File: src/rtl/uart_pkg.sv
// Shared UART definitions: baud timing helpers (also used by uart_tx),
// receiver state encoding and a 2-of-3 vote helper.
package uart_pkg;

    localparam int CNT_W = 11;

    typedef enum logic [2:0] {
        IDLE      = 3'd0,
        START     = 3'd1,
        DATA      = 3'd2,
        STOP      = 3'd3,
        WAIT_IDLE = 3'd4
    } rx_state_e;

    function automatic int bit_period(input int clk_freq, input int baud_rate);
        return clk_freq / baud_rate;
    endfunction

    function automatic int half_period(input int clk_freq, input int baud_rate);
        return bit_period(clk_freq, baud_rate) / 2;
    endfunction

    function automatic logic majority3(input logic a, input logic b, input logic c);
        return (a & b) | (a & c) | (b & c);
    endfunction

endpackage

File: src/rtl/uart_rx_sync.sv
// Two-flop synchroniser for an asynchronous input; RESET_VAL selects the
// value both flops take during reset (1 for an idle-high line).
module uart_rx_sync #(
    parameter logic RESET_VAL = 1'b1
) (
    input  logic clk,
    input  logic reset_n,
    input  logic async_i,
    output logic sync_o
);

    logic meta_q;
    logic sync_q;

    always_ff @(posedge clk or negedge reset_n) begin
        if (!reset_n) begin
            meta_q <= RESET_VAL;
            sync_q <= RESET_VAL;
        end else begin
            meta_q <= async_i;
            sync_q <= meta_q;
        end
    end

    assign sync_o = sync_q;

endmodule

File: src/rtl/uart_rx.sv
// 8N1 UART receiver with mid-bit sampling and registered strobes.
// Optional UART_RX_MAJORITY_EN: 2-of-3 vote around each sample centre.
module uart_rx
    import uart_pkg::*;
#(
    parameter int CLK_FREQ  = 12000000,
    parameter int BAUD_RATE = 9600
) (
    input  logic       clk,
    input  logic       reset_n,
    input  logic       rx,
    output logic [7:0] data,
    output logic       data_valid,
    output logic       framing_error,
    output logic       busy
);

    localparam int BIT_PERIOD  = bit_period(CLK_FREQ, BAUD_RATE);
    localparam int HALF_PERIOD = half_period(CLK_FREQ, BAUD_RATE);
`ifdef UART_RX_MAJORITY_EN
    localparam int SPACING = BIT_PERIOD / 16;
`else
    localparam int SPACING = 0;
`endif
    // Decisions happen SPACING after the centre; reloading the counter with
    // SPACING keeps later centres aligned to the true bit grid.
    localparam logic [CNT_W-1:0] START_DECIDE = CNT_W'(HALF_PERIOD - 1 + SPACING);
    localparam logic [CNT_W-1:0] BIT_DECIDE   = CNT_W'(BIT_PERIOD - 1 + SPACING);
    localparam logic [CNT_W-1:0] CNT_RELOAD   = CNT_W'(SPACING);

    logic             rx_s;
    rx_state_e        state_q;
    logic [CNT_W-1:0] baud_cnt_q;
    logic [3:0]       bit_idx_q;
    logic [7:0]       shift_q;
    logic [7:0]       data_q;
    logic             data_valid_q;
    logic             framing_error_q;
    logic [CNT_W-1:0] decide_cnt_d;
    logic             decide_d;
    logic             bit_val_d;

    uart_rx_sync #(
        .RESET_VAL (1'b1)
    ) u_sync (
        .clk     (clk),
        .reset_n (reset_n),
        .async_i (rx),
        .sync_o  (rx_s)
    );

`ifdef UART_RX_MAJORITY_EN
    logic [1:0] vote_q;

    always_ff @(posedge clk or negedge reset_n) begin
        if (!reset_n) begin
            vote_q <= 2'b11;
        end else begin
            if (baud_cnt_q == decide_cnt_d - CNT_W'(2 * SPACING)) begin
                vote_q[0] <= rx_s;
            end
            if (baud_cnt_q == decide_cnt_d - CNT_W'(SPACING)) begin
                vote_q[1] <= rx_s;
            end
        end
    end

    always_comb begin
        bit_val_d = majority3(vote_q[0], vote_q[1], rx_s);
    end
`else
    always_comb begin
        bit_val_d = rx_s;
    end
`endif

    always_comb begin
        decide_cnt_d = (state_q == START) ? START_DECIDE : BIT_DECIDE;
        decide_d     = (baud_cnt_q == decide_cnt_d);
    end

    always_ff @(posedge clk or negedge reset_n) begin
        if (!reset_n) begin
            state_q         <= IDLE;
            baud_cnt_q      <= '0;
            bit_idx_q       <= '0;
            shift_q         <= '0;
            data_q          <= '0;
            data_valid_q    <= 1'b0;
            framing_error_q <= 1'b0;
        end else begin
            data_valid_q    <= 1'b0;
            framing_error_q <= 1'b0;
            case (state_q)
                IDLE: begin
                    if (!rx_s) begin
                        state_q    <= START;
                        baud_cnt_q <= '0;
                    end
                end
                START: begin
                    if (decide_d) begin
                        if (!bit_val_d) begin
                            state_q    <= DATA;
                            baud_cnt_q <= CNT_RELOAD;
                            bit_idx_q  <= '0;
                        end else begin
                            state_q <= IDLE;
                        end
                    end else begin
                        baud_cnt_q <= baud_cnt_q + CNT_W'(1);
                    end
                end
                DATA: begin
                    if (decide_d) begin
                        shift_q    <= {bit_val_d, shift_q[7:1]};
                        baud_cnt_q <= CNT_RELOAD;
                        bit_idx_q  <= bit_idx_q + 4'd1;
                        if (bit_idx_q == 4'd7) begin
                            state_q <= STOP;
                        end
                    end else begin
                        baud_cnt_q <= baud_cnt_q + CNT_W'(1);
                    end
                end
                STOP: begin
                    if (decide_d) begin
                        baud_cnt_q <= '0;
                        if (bit_val_d) begin
                            data_q       <= shift_q;
                            data_valid_q <= 1'b1;
                            state_q      <= IDLE;
                        end else begin
                            framing_error_q <= 1'b1;
                            state_q         <= WAIT_IDLE;
                        end
                    end else begin
                        baud_cnt_q <= baud_cnt_q + CNT_W'(1);
                    end
                end
                WAIT_IDLE: begin
                    // A held-low line must not be mistaken for a new start bit.
                    if (rx_s) begin
                        state_q <= IDLE;
                    end
                end
                default: begin
                    state_q <= IDLE;
                end
            endcase
        end
    end

    assign data          = data_q;
    assign data_valid    = data_valid_q;
    assign framing_error = framing_error_q;
    assign busy          = (state_q != IDLE);

endmodule

File: config.mk
export PLATFORM = sky130hd
export DESIGN_NAME = uart_rx
export DESIGN_NICKNAME = d
export VERILOG_FILES = /design/src/rtl/uart_pkg.sv /design/src/rtl/uart_rx_sync.sv /design/src/rtl/uart_rx.sv
export SDC_FILE = /design/constraint.sdc
export NUM_CORES = 1
export LEC_CHECK = 0
export ABC_AREA = 1
export BUFFER_PORTS_ARGS = -buffer_cell sky130_fd_sc_hd__buf_2
export CAP_MARGIN = 30
export CORE_MARGIN = 1.5
export CORE_UTILIZATION = 25
export CTS_CLUSTER_SIZE = 28
export DETAILED_ROUTE_END_ITERATION = 7
export SLEW_MARGIN = 10
export SYNTH_ARGS = -nofsm -noshare
export SYNTH_HDL_FRONTEND = slang
export SYNTH_SLANG_ARGS = --single-unit
File: constraint.sdc
create_clock -name clk -period 1.8 [get_ports clk]
set_clock_uncertainty 0.1 [all_clocks]
set_input_delay 0 -clock clk [delete_from_list [all_inputs] [get_ports clk]]
set_output_delay 0 -clock clk [all_outputs]
set_load 0.005 [all_outputs]
## Yosys cells after proc, flatten, opt, wreduce, memory -nomap -nowiden

Index checks and enable logic that the tools add are counted.

| storage, ports and cells | value |
|---|---|
| logic and storage cells | 57 |
| flip-flop bits (word level) | 38 |

| operators by class | value |
|---|---|
| mux-type cells | 24 |
| reduce and logical (&&, ||, !) cells | 9 |
| $add $sub $neg | 2 |
| equality and inequality tests | 13 |

Operators by type and width:

| cell | number |
|---|---|
| $mux W11 | 4 |
| $pmux W11 S3 | 1 |
| $mux W3 | 7 |
| $pmux W3 S5 | 1 |
| $mux W4 | 3 |
| $ne A2 B2 Y1 const B | 6 |
| $add A11 B1 Y11 const B | 1 |
| $eq A11 B11 Y1 | 1 |
| $pmux W4 S2 | 1 |
| $eq A3 B2 Y1 const B | 2 |
| $mux W1 | 6 |
| $reduce_and A6 Y1 | 1 |
| $reduce_bool A3 Y1 | 2 |
| $add A4 B1 Y4 const B | 1 |
| $eq A4 B3 Y1 const B | 1 |
| $reduce_and A4 Y1 | 1 |
| $eq A3 B1 Y1 const B | 1 |
| $eq A3 B3 Y1 const B | 1 |
| $logic_not A3 Y1 | 1 |
| $reduce_and A3 Y1 | 1 |
| $mux W2 | 1 |
| $ne A2 B1 Y1 const B | 1 |
| $reduce_and A2 Y1 | 1 |
| $reduce_bool A2 Y1 | 1 |
| $reduce_or A2 Y1 | 1 |

## Longest topological paths before layout

| logic depth | value |
|---|---|
| word-level depth | 5 |
| depth in mapped cells | 11 |

## By module

From an unflattened synthesis, not the netlist that was laid out.

| second synthesis, totals | value |
|---|---|
| cells, all modules | 215 |
| area total of the unflattened synthesis | 1814.2 um^2 |

By module, submodules not included:

| module | area each (um^2) | instances | cells each |
|---|---|---|---|
| uart_rx | 1761.7 | 1 | 213 |
| uart_rx_sync | 52.6 | 1 | 2 |

## Worst setup path after synthesis

OpenSTA, ideal clock, no wires.

| timing path | value |
|---|---|
| path type | flip-flop to flip-flop |
| from | register baud_cnt_q[0] |
| to | register baud_cnt_q[10] |
| cell stages (with the launch flop) | 11 |
| data arrival time | 1.345 ns |
| path buffers | 0 |
| path slack | 0.239 ns |
| period minus slack after synthesis | 1.561 ns |
| cell sequence | dfrtp_1 > ha_1 > nand2_1 > inv_1 > nand3_1 > nor2_1 > nand4_1 > o21ai_0 > nand2_1 > nand2_1 > nand2_1 |

| between the ends | value |
|---|---|
| longest elaborated chain between the ends | 3 |

Ends and longest elaborated chain:

| what | RTL line | text |
|---|---|---|
| from (decl) | uart_rx.sv:33 | `logic [CNT_W-1:0] baud_cnt_q;` |
| from (signal assigned) | uart_rx.sv:111 | `baud_cnt_q <= baud_cnt_q + CNT_W'(1);` |
| from (signal assigned) | uart_rx.sv:123 | `baud_cnt_q <= baud_cnt_q + CNT_W'(1);` |
| from (signal assigned) | uart_rx.sv:138 | `baud_cnt_q <= baud_cnt_q + CNT_W'(1);` |
| $add A11 B1 Y11 or $eq A11 B11 Y1 (tied branches) | -- |  |
| $mux W11 (on tied branches) | uart_rx.sv:115, uart_rx.sv:127, uart_rx.sv:102 |  |
| $pmux W11 S3 (*) | uart_rx.sv:94 | `case (state_q)` |

Mark *: on every way between the ends. The rest lies on a longest branch, timed or not.
A chain may end at the register's enable or synchronous reset.

## Worst setup path in the final report

| timing path | value |
|---|---|
| from | register baud_cnt_q[1] |
| to | register baud_cnt_q[10] |

Same word-level chain as after synthesis.

==> implementation parameters <==
Parameter                              Value

Status
  Status ... finished, final reports clean

Detailed routing
  Highest routed metal layer ... met4
  Antenna-violating nets left ... 0
  Average detailed-routed wire length per instance ... slightly below 10 µm
  Final routed DRC violation total ... 0
  Amount of wire on met2 after detailed routing ... about 1700 µm
  Routed met3 length ... 135 µm
  DR pass1 iterations ... 7
  Detailed-route wire length ... between 3000 and 4000 µm
  Routed metal-1 wirelength ... about 1500 µm
  Via total after detailed routing ... about 1400
  Iteration-0 DRC Markers ... 90
  Via density ... around 4.1

Synthesis
  FF+latch count, synth ... 38
  Sequential area share after synthesis ... between 50% and 60%
  Share of the synthesized area in compound gates (AO/OA/AOI/OAI) ... around an eighth
  Ys async rst share ... 100%
  Simple-gate share of the synthesized area ... 26.5%
  Yosys Warn Count ... 0
  Number of distinct standard cells referenced by the synthesized netlist ... 24
  Leading post-synthesis cells by instance count ... nand2_1, dfrtp_1, inv_1
  Area of the mapped netlist ... between 1500 and 2000 µm²
  Area share of fa/ha/maj cells after synthesis ... roughly 1.3%
  Xor/xnor cell area share of the yosys netlist ... between 2 and 3%
  Area share of the leading cell type in the synthesized netlist ... 48.4%
  Cell with the most instances after synthesis ... nand2_1
  Most used DFF post-synth ... dfrtp_1
  Combinational family with the most area after synthesis ... simple AND/OR/NAND/NOR gates
  Most area-consuming cells after synthesis ... dfrtp_1, nand2_1, o21ai_2
  Cell accounting for the most synthesized area ... dfrtp_1
  Synthesized net count ... 220
  Number of cells produced by synthesis ... between 200 and 250
  Multiplexer area fraction after synthesis ... 0%
  Number of synthesized flops with an enable pin ... 0
  Mean instance size in the synthesized netlist ... 8.65 µm²

Pwr
  Leakage Power ... 1.08 nW
  Pwr per Cell Area ... 774 nW/µm²
  Peak supply drop ... 312 µV

Placed design
  DP HPWL ... about 2400 µm
  Port Buffer Count ... 13
  Placed Area ... 2050 µm²
  Instance count after placement with tap cells included ... between 300 and 400
  Worst setup slack before clock tree synthesis ... 0.0354 ns
  Routability-driven placement congestion ratio ... 0.806

Layout
  Final Cell Area ... 2260 µm²
  P&R area growth vs syn ... 21.7%
  Ratio of cells with drive above 1 in the final layout ... between 20% and 30%
  Core utilization of the finished layout ... a little under a third
  Area of combinational cells with multiple inputs ... a little over 800 µm²
  Layout fillers ... around 780
  N_diodes ... 0
  Total number of nets in the final design ... ~250
  Non-filler cells, final ... between 300 and 400
  Sequential cell area ... 955 µm²

STA
  Post-layout min period ... between 1.5 and 2 ns
  Maximum operating frequency ... between 0.6 and 0.7 GHz
  Slack of the critical path ... 0.147 ns
  Final setup violation count ... 0
  Portion of the clock cycle consumed by the worst path in the final layout ... approximately nine tenths
  Final hold vios ... 0
  Headroom to the max-slew limit ... between 60% and 70%
  Worst Max-Slew Pin Slew ... between 0.4 and 0.5 ns
  Final count of pins violating max slew ... 0

Setup path
  Setup slack of the worst register-to-register path ... roughly 0.15 ns
  Critical Path Max Stage Delay ... 0.39 ns
  Critical path capture point type ... flip-flop
  Worst Path Buf+Inv ... 1
  Crit Path Category ... flip-flop to flip-flop
  Category of the worst setup path launch point ... flip-flop
  Number of cells traversed by the worst register-to-register path ... 10
  Family with the most delay on the worst path ... simple AND/OR/NAND/NOR gates
  Crit Path Max Fanout ... 4
  Critical Path Slowest Stage Cell ... dfrtp_1
  Crit-path cells ... ha_2, nand2_2, inv_2, nand3_4, nor2_4, nand4_1, o21ai_1, nand2_1, nand2_1, nand2_1
  Most frequent cell on the critical path ... nand2_1
  Startpoint of the worst-slack reg-to-reg timing path ... baud_cnt_q[1]
  R2r endpoint ... baud_cnt_q[10]
  Required @ worst endpoint ... 1.88 ns
  Worst path arrival time ... between 1.5 and 2 ns

Floorplan
  Initial core utilization ... ~26%
  Height of the chip ... 89.3 µm
  Core Rows ... 31
  Width of the die ... between 80 and 90 µm
  Area of the die ... 7970 µm²
  Standard cell core area ... 7210 µm²
  Count of boundary I/O pins ... 14

CTS
  Clock sink count ... 38
  CTS tree ... built
  Clk pin slew, worst setup/hold paths ... 0.08 ns
  Max Buffers Root-to-Sink ... 2
  Inserted Clock Buffers ... 5
  Source-to-sink clock delay at the later pin of the worst-skew pair ... ~0.29 ns
  H-tree depth ... 2
  Master cell of the clock root buffer ... clkbuf_8

GRT
  Final global-route overflow total ... 0
  Largest net degree at the start of global routing ... 39
  Antenna violations before repair ... 0
  First-pass GRT wire length ... approximately 5700 µm
  Global router's overall resource usage ... 9.45%
  Vias in the first global route ... 1288

Run
  Number of violations of the max-capacitance limit ... 0

Min path
  Type of the worst min-delay path ... input port to asynchronous set/reset pin
## registers in the layout (all words and copies together), names as in the netlist
| signal | count |
|---|---|
| shift_q | 8 |
| u_sync.sync_o | 1 |
| bit_idx_q | 4 |
| data | 8 |
| u_sync.meta_q | 1 |
| data_valid | 1 |
| baud_cnt_q | 11 |
| state_q | 3 |
| framing_error | 1 |
## placed cells by master (no fill, tap or decap), drive strengths merged
master / n
o22ai: 1
nand2: 76
dfstp: 2
dfrtp: 36
nand4: 4
clkbuf: 5
buf: 20
nor3: 2
nor4: 1
o21ai: 31
bufinv: 2
nand3: 9
clkinv: 1
xnor2: 2
nor2: 19
inv: 24
ha: 2
xor2: 4
dlygate4sd3: 2
## stage by stage
step           hold slack, ns  power (mW)  setup TNS [ns]
4_1_cts                 0.201        1.79               0
2_1_floorplan          -0.396       0.879               0
5_1_grt                 0.238        1.82         -0.0169
3_3_place_gp          -0.0144       0.902               0
6_report                0.184        1.75               0
3_5_place_dp          -0.0148       0.902               0
## kinds of logic (layout without fill, tap and decap cells)
| family | Yosys count | in the layout |
|---|---|---|
| simple gates | 111 | 111 |
| buf+inv | 26 | 54 |
| fa+ha+maj | 2 | 2 |
| compound gates | 32 | 32 |
| xor+xnor | 6 | 6 |
| flops | 38 | 38 |
## final cells by class
class	count	share of cell area (%)
sequential	38	42.2
multi-input combinational	151	36.1
timing repair buffer	22	6.08
tap	99	5.47
inverter	24	4.09
clock buffer	5	3.04
clock inverter	3	3.04
## report_power, final
| part | internal, mW | total (mW) | switching, mW |
|---|---|---|---|
| clock network | 0.555 | 0.866 | 0.311 |
| logic | 0.00695 | 0.0273 | 0.0204 |
| registers | 0.857 | 0.859 | 0.00197 |
| total | 1.42 | 1.75 | 0.334 |
## tightest hold or removal path: stages
cell and delay [ns]:
dlygate4sd3_1 0.52, buf_2 0.09, buf_4 0.40
## worst max path at each step
stage	start	end	slack, ns	cells after the start
global route	baud_cnt_q[1]	baud_cnt_q[10]	-0.02	11
CTS	baud_cnt_q[1]	baud_cnt_q[10]	0.02	10
finish	baud_cnt_q[1]	baud_cnt_q[10]	0.15	10
detailed placement	baud_cnt_q[1]	baud_cnt_q[10]	0.04	10
floorplan	baud_cnt_q[0]	baud_cnt_q[10]	0.24	10
global placement	baud_cnt_q[1]	baud_cnt_q[10]	0.03	10
## layer usage
metal,up-vias,track usage [%]
met5,-,0
met2,17,15.2
met4,0,3.36
met3,5,3.23
met1,651,11.8
li1,737,-
## what timing repair did
| item | in CTS | in global routing |
|---|---|---|
| hold buffers | 2 | 0 |
| setup endpoints to repair | 0 | 14 |
| resized for setup | 0 | 11 |
| endpoints found under the hold margin | 37 | 0 |
| setup buffers | 0 | 3 |
Note: power is estimated with default switching activity, not from simulation.
